### src/rtl/bcd_pair_counter.sv
// bcd_pair_counter: two-digit BCD counter with programmable range, inc/dec, validated set
// and an optional 12/24-hour mode that converts the held value when the mode changes.
module bcd_pair_counter #(
    parameter int MAX_VAL = 59,
    parameter int MIN_VAL = 0,
    parameter bit HAS_12H = 1'b0
) (
    input  logic       clk,
    input  logic       resetn,
    input  logic       inc,
    input  logic       dec,
    input  logic       set,
    input  logic [3:0] new_tens,
    input  logic [3:0] new_units,
    input  logic       new_pm,
    input  logic       mode12,
    output logic [3:0] tens,
    output logic [3:0] units,
    output logic       pm,
    output logic       carry,
    output logic       borrow,
    output logic       at_max,
    output logic       at_min,
    output logic       set_err
);
    logic       mode_q, init_done;
    logic       h12, conv, in_rng, set_ok;
    logic       n_pm, n_carry, n_borrow, n_err;
    logic [7:0] v, sv, nv, lo, hi;

    assign h12    = HAS_12H && mode_q;
    assign conv   = HAS_12H && (mode12 != mode_q);
    assign v      = 8'(tens) * 8'd10 + 8'(units);
    assign sv     = 8'(new_tens) * 8'd10 + 8'(new_units);
    assign lo     = h12 ? 8'd1 : 8'(MIN_VAL);
    assign hi     = h12 ? 8'd12 : 8'(MAX_VAL);
    assign in_rng = (v >= lo) && (v <= hi);
    assign set_ok = (new_tens <= 4'd9) && (new_units <= 4'd9) && (sv >= lo) && (sv <= hi);
    assign at_max = (v == hi);
    assign at_min = (v == lo);

    // In 12h mode the wrap 12<->1 is silent; the day boundary sits at 11<->12 instead.
    always_comb begin
        nv       = v;
        n_pm     = pm;
        n_carry  = 1'b0;
        n_borrow = 1'b0;
        n_err    = 1'b0;
        if (!init_done && (MIN_VAL > 0)) begin
            nv = 8'(MIN_VAL);
        end else if (conv) begin
            if (mode12) begin
                n_pm = (v >= 8'd12);
                nv   = (v == 8'd0) ? 8'd12 : (v > 8'd12) ? v - 8'd12 : v;
            end else begin
                n_pm = 1'b0;
                nv   = pm ? ((v == 8'd12) ? 8'd12 : v + 8'd12) : ((v == 8'd12) ? 8'd0 : v);
            end
        end else if (set) begin
            if (set_ok) begin
                nv   = sv;
                n_pm = h12 && new_pm;
            end else begin
                n_err = 1'b1;
            end
        end else if (inc && !dec) begin
            if (!in_rng || (v == hi)) begin
                nv      = lo;
                n_carry = !h12 || !in_rng;
            end else begin
                nv = v + 8'd1;
                if (h12 && (v == 8'd11)) begin
                    n_pm    = !pm;
                    n_carry = pm;
                end
            end
        end else if (dec && !inc) begin
            if (!in_rng || (v == lo)) begin
                nv       = hi;
                n_borrow = !h12 || !in_rng;
            end else begin
                nv = v - 8'd1;
                if (h12 && (v == 8'd12)) begin
                    n_pm     = !pm;
                    n_borrow = !pm;
                end
            end
        end
    end

    always_ff @(posedge clk or negedge resetn) begin
        if (!resetn) begin
            tens      <= 4'd0;
            units     <= 4'd0;
            pm        <= 1'b0;
            carry     <= 1'b0;
            borrow    <= 1'b0;
            set_err   <= 1'b0;
            mode_q    <= 1'b0;
            init_done <= 1'b0;
        end else begin
            tens      <= 4'(nv / 8'd10);
            units     <= 4'(nv % 8'd10);
            pm        <= n_pm;
            carry     <= n_carry;
            borrow    <= n_borrow;
            set_err   <= n_err;
            mode_q    <= mode12;
            init_done <= 1'b1;
        end
    end
endmodule

### config.mk
export PLATFORM = sky130hd
export DESIGN_NAME = bcd_pair_counter
export DESIGN_NICKNAME = d
export VERILOG_FILES = /design/src/rtl/bcd_pair_counter.sv
export SDC_FILE = /design/constraint.sdc
export NUM_CORES = 1
export LEC_CHECK = 0
export CAP_MARGIN = 15
export CORE_MARGIN = 10
export CORE_UTILIZATION = 50
export CTS_BUF_LIST = sky130_fd_sc_hd__clkbuf_8
export DETAILED_ROUTE_END_ITERATION = 10
export PLACE_DENSITY = 0.68
export SYNTH_ARGS = -nofsm -noshare
export SYNTH_HDL_FRONTEND = slang
export SYNTH_SLANG_ARGS = --single-unit
### constraint.sdc
create_clock -name clk -period 8.9 [get_ports clk]
set_clock_uncertainty 0.05 [all_clocks]
set_input_delay 0.89 -clock clk [delete_from_list [all_inputs] [get_ports clk]]
set_output_delay 0.89 -clock clk [all_outputs]
set_load 0.005 [all_outputs]
# Word level (Yosys, flattened, before mapping)
# Index checks and enable logic that the tools add are counted.
dict set report word_totals {
  latchBits 0
  mem_bits_ro 0
  ramBits 0
  out_inout_bits 14
  in_bits 15
  elab_cells 47
  mem_count 0
  ff_bits 11
}
dict set report op_classes {
  eq_ne 1
  bitwise 0
  shifts 0
  mux 15
  multipliers 2
  n_addsub 4
  n_div 2
  reduce_logical 12
  n_lt_le_gt_ge 6
}
# op count
set ops {}
lappend ops {{$mux 8} 6}
lappend ops {{$add 8x4->8} 2}
lappend ops {{$ge 8x1->1 const B} 2}
lappend ops {{$le 8x6->1 const B} 2}
lappend ops {{$mul 4x3->7 const B} 2}
lappend ops {{$mux 1} 9}
lappend ops {{$add 8x1->8 const B} 1}
lappend ops {{$div 8x4->8 const B} 1}
lappend ops {{$eq 8x6->1 const B} 1}
lappend ops {{$le 4x4->1 const B} 2}
lappend ops {{$logic_not 8->1} 1}
lappend ops {{$mod 8x4->8 const B} 1}
lappend ops {{$sub 8x1->8 const B} 1}
lappend ops {{$logic_and 1x1->1} 6}
lappend ops {{$logic_not 1->1} 3}
lappend ops {{$logic_or 1x1->1} 2}

# Longest topological paths before layout
dict set report logic_depth {
  word_depth 11
  ltp_mapped 22
  ltp_nobuf 19
}

# Worst setup path after synthesis
# OpenSTA, ideal clock, no wires.
dict set report synth_path {
  kind {input -> register}
  start {in new_tens[1]}
  end {reg units[2]}
  t_arrival_ns 5.083
  setup_ns 0.065
  setup_slack_ns 3.702
  required_ns 8.785
  path_stages 19
  path_cell_list {ha_1 > ha_1 > fa_1 > nand2_1 > o211a_1 > nor4_4 > o21a_1 > buf_6 > mux2i_4 > a32oi_4 > nor4_4 > a31oi_1 > a211o_1 > o21ai_0 > a22oi_1 > ha_1 > a2111o_1 > a21oi_1 > a211o_1}
}
dict set report synth_between {
  elab_chain_cells 8
}
# element line_no
set synth_rtl {}
lappend synth_rtl {{from (decl)} 13} ;# input logic [3:0] new_tens,
lappend synth_rtl {{$mul 4x3->7} 34} ;# assign sv = 8'(new_tens) * 8'd10 + 8'(new_units);
lappend synth_rtl {{$add 8x4->8} 34}
lappend synth_rtl {{$ge 8x1->1} 38} ;# assign set_ok = (new_tens <= 4'd9) && (new_units <= 4'd9) && (sv >= lo) && (sv <= hi);
lappend synth_rtl {{$logic_and 1x1->1 (2 in a row)} 38}
lappend synth_rtl {{$mux 8 (*)} 60} ;# if (set_ok) begin
lappend synth_rtl {{$mux 8 (*)} 59} ;# end else if (set) begin
lappend synth_rtl {{$mod 8x4->8 (*)} 103} ;# units <= 4'(nv % 8'd10);
lappend synth_rtl {{to (signal assigned)} 103}
lappend synth_rtl {{to (decl)} 18} ;# output logic [3:0] units,
# Mark *: on every way between the ends. The rest lies on a longest branch, timed or not.

# Final worst setup path
dict set report layout_path {
  start {in new_tens[3]}
  end {reg units[2]}
}
# Same word-level chain as after synthesis.

==> metrics <==
outcome finished clean; CTS Buf Count 3; crit-path cells clkdlybuf4s50_1, ha_1, ha_1, fa_1, nand2_1, o211a_1, nor4_4, o21a_1, nor3_1, a31oi_2, nand2_1, o2111ai_1, o21a_1, o21ai_0, a22oi_1, ha_1, a2111o_1, a21oi_1, a211o_1; Pre-antenna DRT Iters 4; worst endpoint required time 9.01 ns; Mean Syn Cell Area 8.472 µm²; antenna violation net count after detailed routing 0; drt drc 0; diode count 0; Main synth FF type dfrtp_1; H-tree depth 1; Slew headroom 0.4209; highest-delay cell along the critical path clkdlybuf4s50_1; register bit count reported by yosys 11; die area 8465 µm²; drt initial violations 177; Slew Limit Fails 0; mapped cell area 2592 µm²; Port-buffer cells 25; clock root cell clkbuf_8; initial antenna violation count 0; TNS Setup 0 ns; Remaining Overflow, GRT 0; Yosys cell types 86; most common cell after layout, fill and taps aside clkdlybuf4s50_1; Syn Inst Count 306; first-pass GRT wire length 11.54 mm; total track usage 0.1573; Layout Nets 357; critical path's largest stage delay 0.63 ns; Arrival @ worst endpoint 6.41 ns; clk sinks 11; final-layout fill cell count 509; Post-CTS Resized 0; clk buf depth 2; wirelength, routed 6.603 mm; hold crit path type reg2reg; Seq/Total Area, Yosys 0.1062; vias post-DR 2453; clk_lat worst skew 0.23 ns; most used cell along the critical path ha_1; Worst-path clk slew 0.05 ns; WL/cell 16.97 µm; vias in the first global route 2350; layout cells sized above 1 0.1473; initial core utilization 0.5108; Crit Path Class in2reg; post-CTS setup buffer count 0; Slew @ Worst Pin 0.8669 ns; leading cell types in the layout, fill and taps excluded clkdlybuf4s50_1 (25), nand2_1 (24), nor2_1 (20), ha_1 (18); CP endpoint kind flop; largest net degree at the start of global routing 19; gpl congestion 0.8405; max cap viols 0; # IOs 29; Synth warnings 0; die height 92.01 µm; final hold vios 0; Post-synth EDFFs 0; fin crit share 0.7073; syn_nets 343; DR vias/cell 6.306; Post-synth ARST share 1.000; Area growth, synth to finish 10.86%; CTS tree built; hold-fix buffer count after cts 0; Final min period 6.295 ns; RSZ-0062 raised after global routing false; # setup viols final 0; FP Rows 26; Core ar. 5075 µm²; Die W 92.01 µm; detailed-placement wirelength estimate 5.248 mm; upper clock frequency limit 158.9 MHz; CP Launch Type input port; Max FO, Critical Path 12
state kept, by name (all words and copies together) (netlist names):
name / count
set_err: 1
borrow: 1
tens: 4
carry: 1
units: 4
worst paths after layout:
check                           cells past startpoint  slack (ns)        start        to
worst max-delay path                               19        2.61  new_tens[3]  units[2]
worst min-delay path                                2        0.68     units[0]  units[0]
worst max register to register                     19        3.39      tens[3]  units[2]
worst min register to register                      2        0.68     units[0]  units[0]
max in group asynchronous                           1        7.53       resetn    borrow
min in group asynchronous                           1        0.94       resetn   tens[0]
per-layer routing:
layer,vias to the layer above,part of all wire,track usage
met5,-,0,0
met4,0,0.022,0.05527
met3,10,0.036,0.01630
met2,55,0.49,0.2612
met1,1169,0.45,0.2057
li1,1219,-,-
Yosys cell counts (3+ instances only):
master	number	area, µm²
o21ai_0	8	40.04
inv_1	15	56.30
ha_1	18	225.2
a21oi_1	16	80.08
a211oi_1	4	30.03
a32o_1	3	30.03
xnor2_1	13	113.9
o21a_1	5	37.54
clkbuf_1	5	18.77
nand2_1	24	90.09
buf_2	5	25.02
a211oi_2	6	75.07
fa_1	4	80.08
nand4_1	4	25.02
a2111oi_0	3	26.28
nor2b_1	4	25.02
a31oi_1	3	18.77
nand3_1	10	50.05
o211a_1	3	30.03
o211ai_1	8	60.06
nor2_1	20	75.07
and3_1	4	25.02
nand2b_1	6	37.54
a22oi_1	3	22.52
buf_6	4	45.04
or3_1	4	25.02
dfrtp_1	11	275.3
a211o_1	3	26.28
nor3_1	12	60.06
cell families after synthesis:
logic type	after synthesis	synth area share
compound gates	106	0.3707
xor+xnor	16	0.05985
fa+ha+maj	24	0.1265
buf+inv	32	0.06225
flops	11	0.1062
mux	4	0.02558
other cells	1	0.001446
simple gates	112	0.2476
through the flow:
step                cells  setup slack, ns  hold slack (ns)  area, µm²    util
finish                389            2.605           0.6755       2874  0.5663
global route          389            2.210           0.7458       2874  0.5663
CTS                   389            2.666           0.6760       2874  0.5663
detailed placement    385            2.448           0.6571       2829  0.5574
floorplan             306            3.702           0.5444       2592       -
global placement      385            2.478           0.6662       2829  0.5574
worst max-delay path, delay by kind of cell:
kind                     cells  cell delay (ns)
AO/OA/AOI/OAI               10             2.51
adder cells (fa/ha/maj)      4             1.40
AND/OR/NAND/NOR              4             0.97
buffers and inverters        1             0.63
area by class of cell:
type | instances | area [µm²] | share of cell area
timing repair buffer | 25 | 250.2 | 0.08707
clock buffer | 3 | 41.29 | 0.01437
inverter | 16 | 60.06 | 0.02090
sequential | 11 | 275.3 | 0.09578
multi-input combinational | 263 | 2156 | 0.7501
clock inverter | 1 | 3.754 | 0.001306
tap | 70 | 87.58 | 0.03047
Power is not shown: default switching activity piles up to over one toggle a cycle in this logic, so the estimate is an artifact.
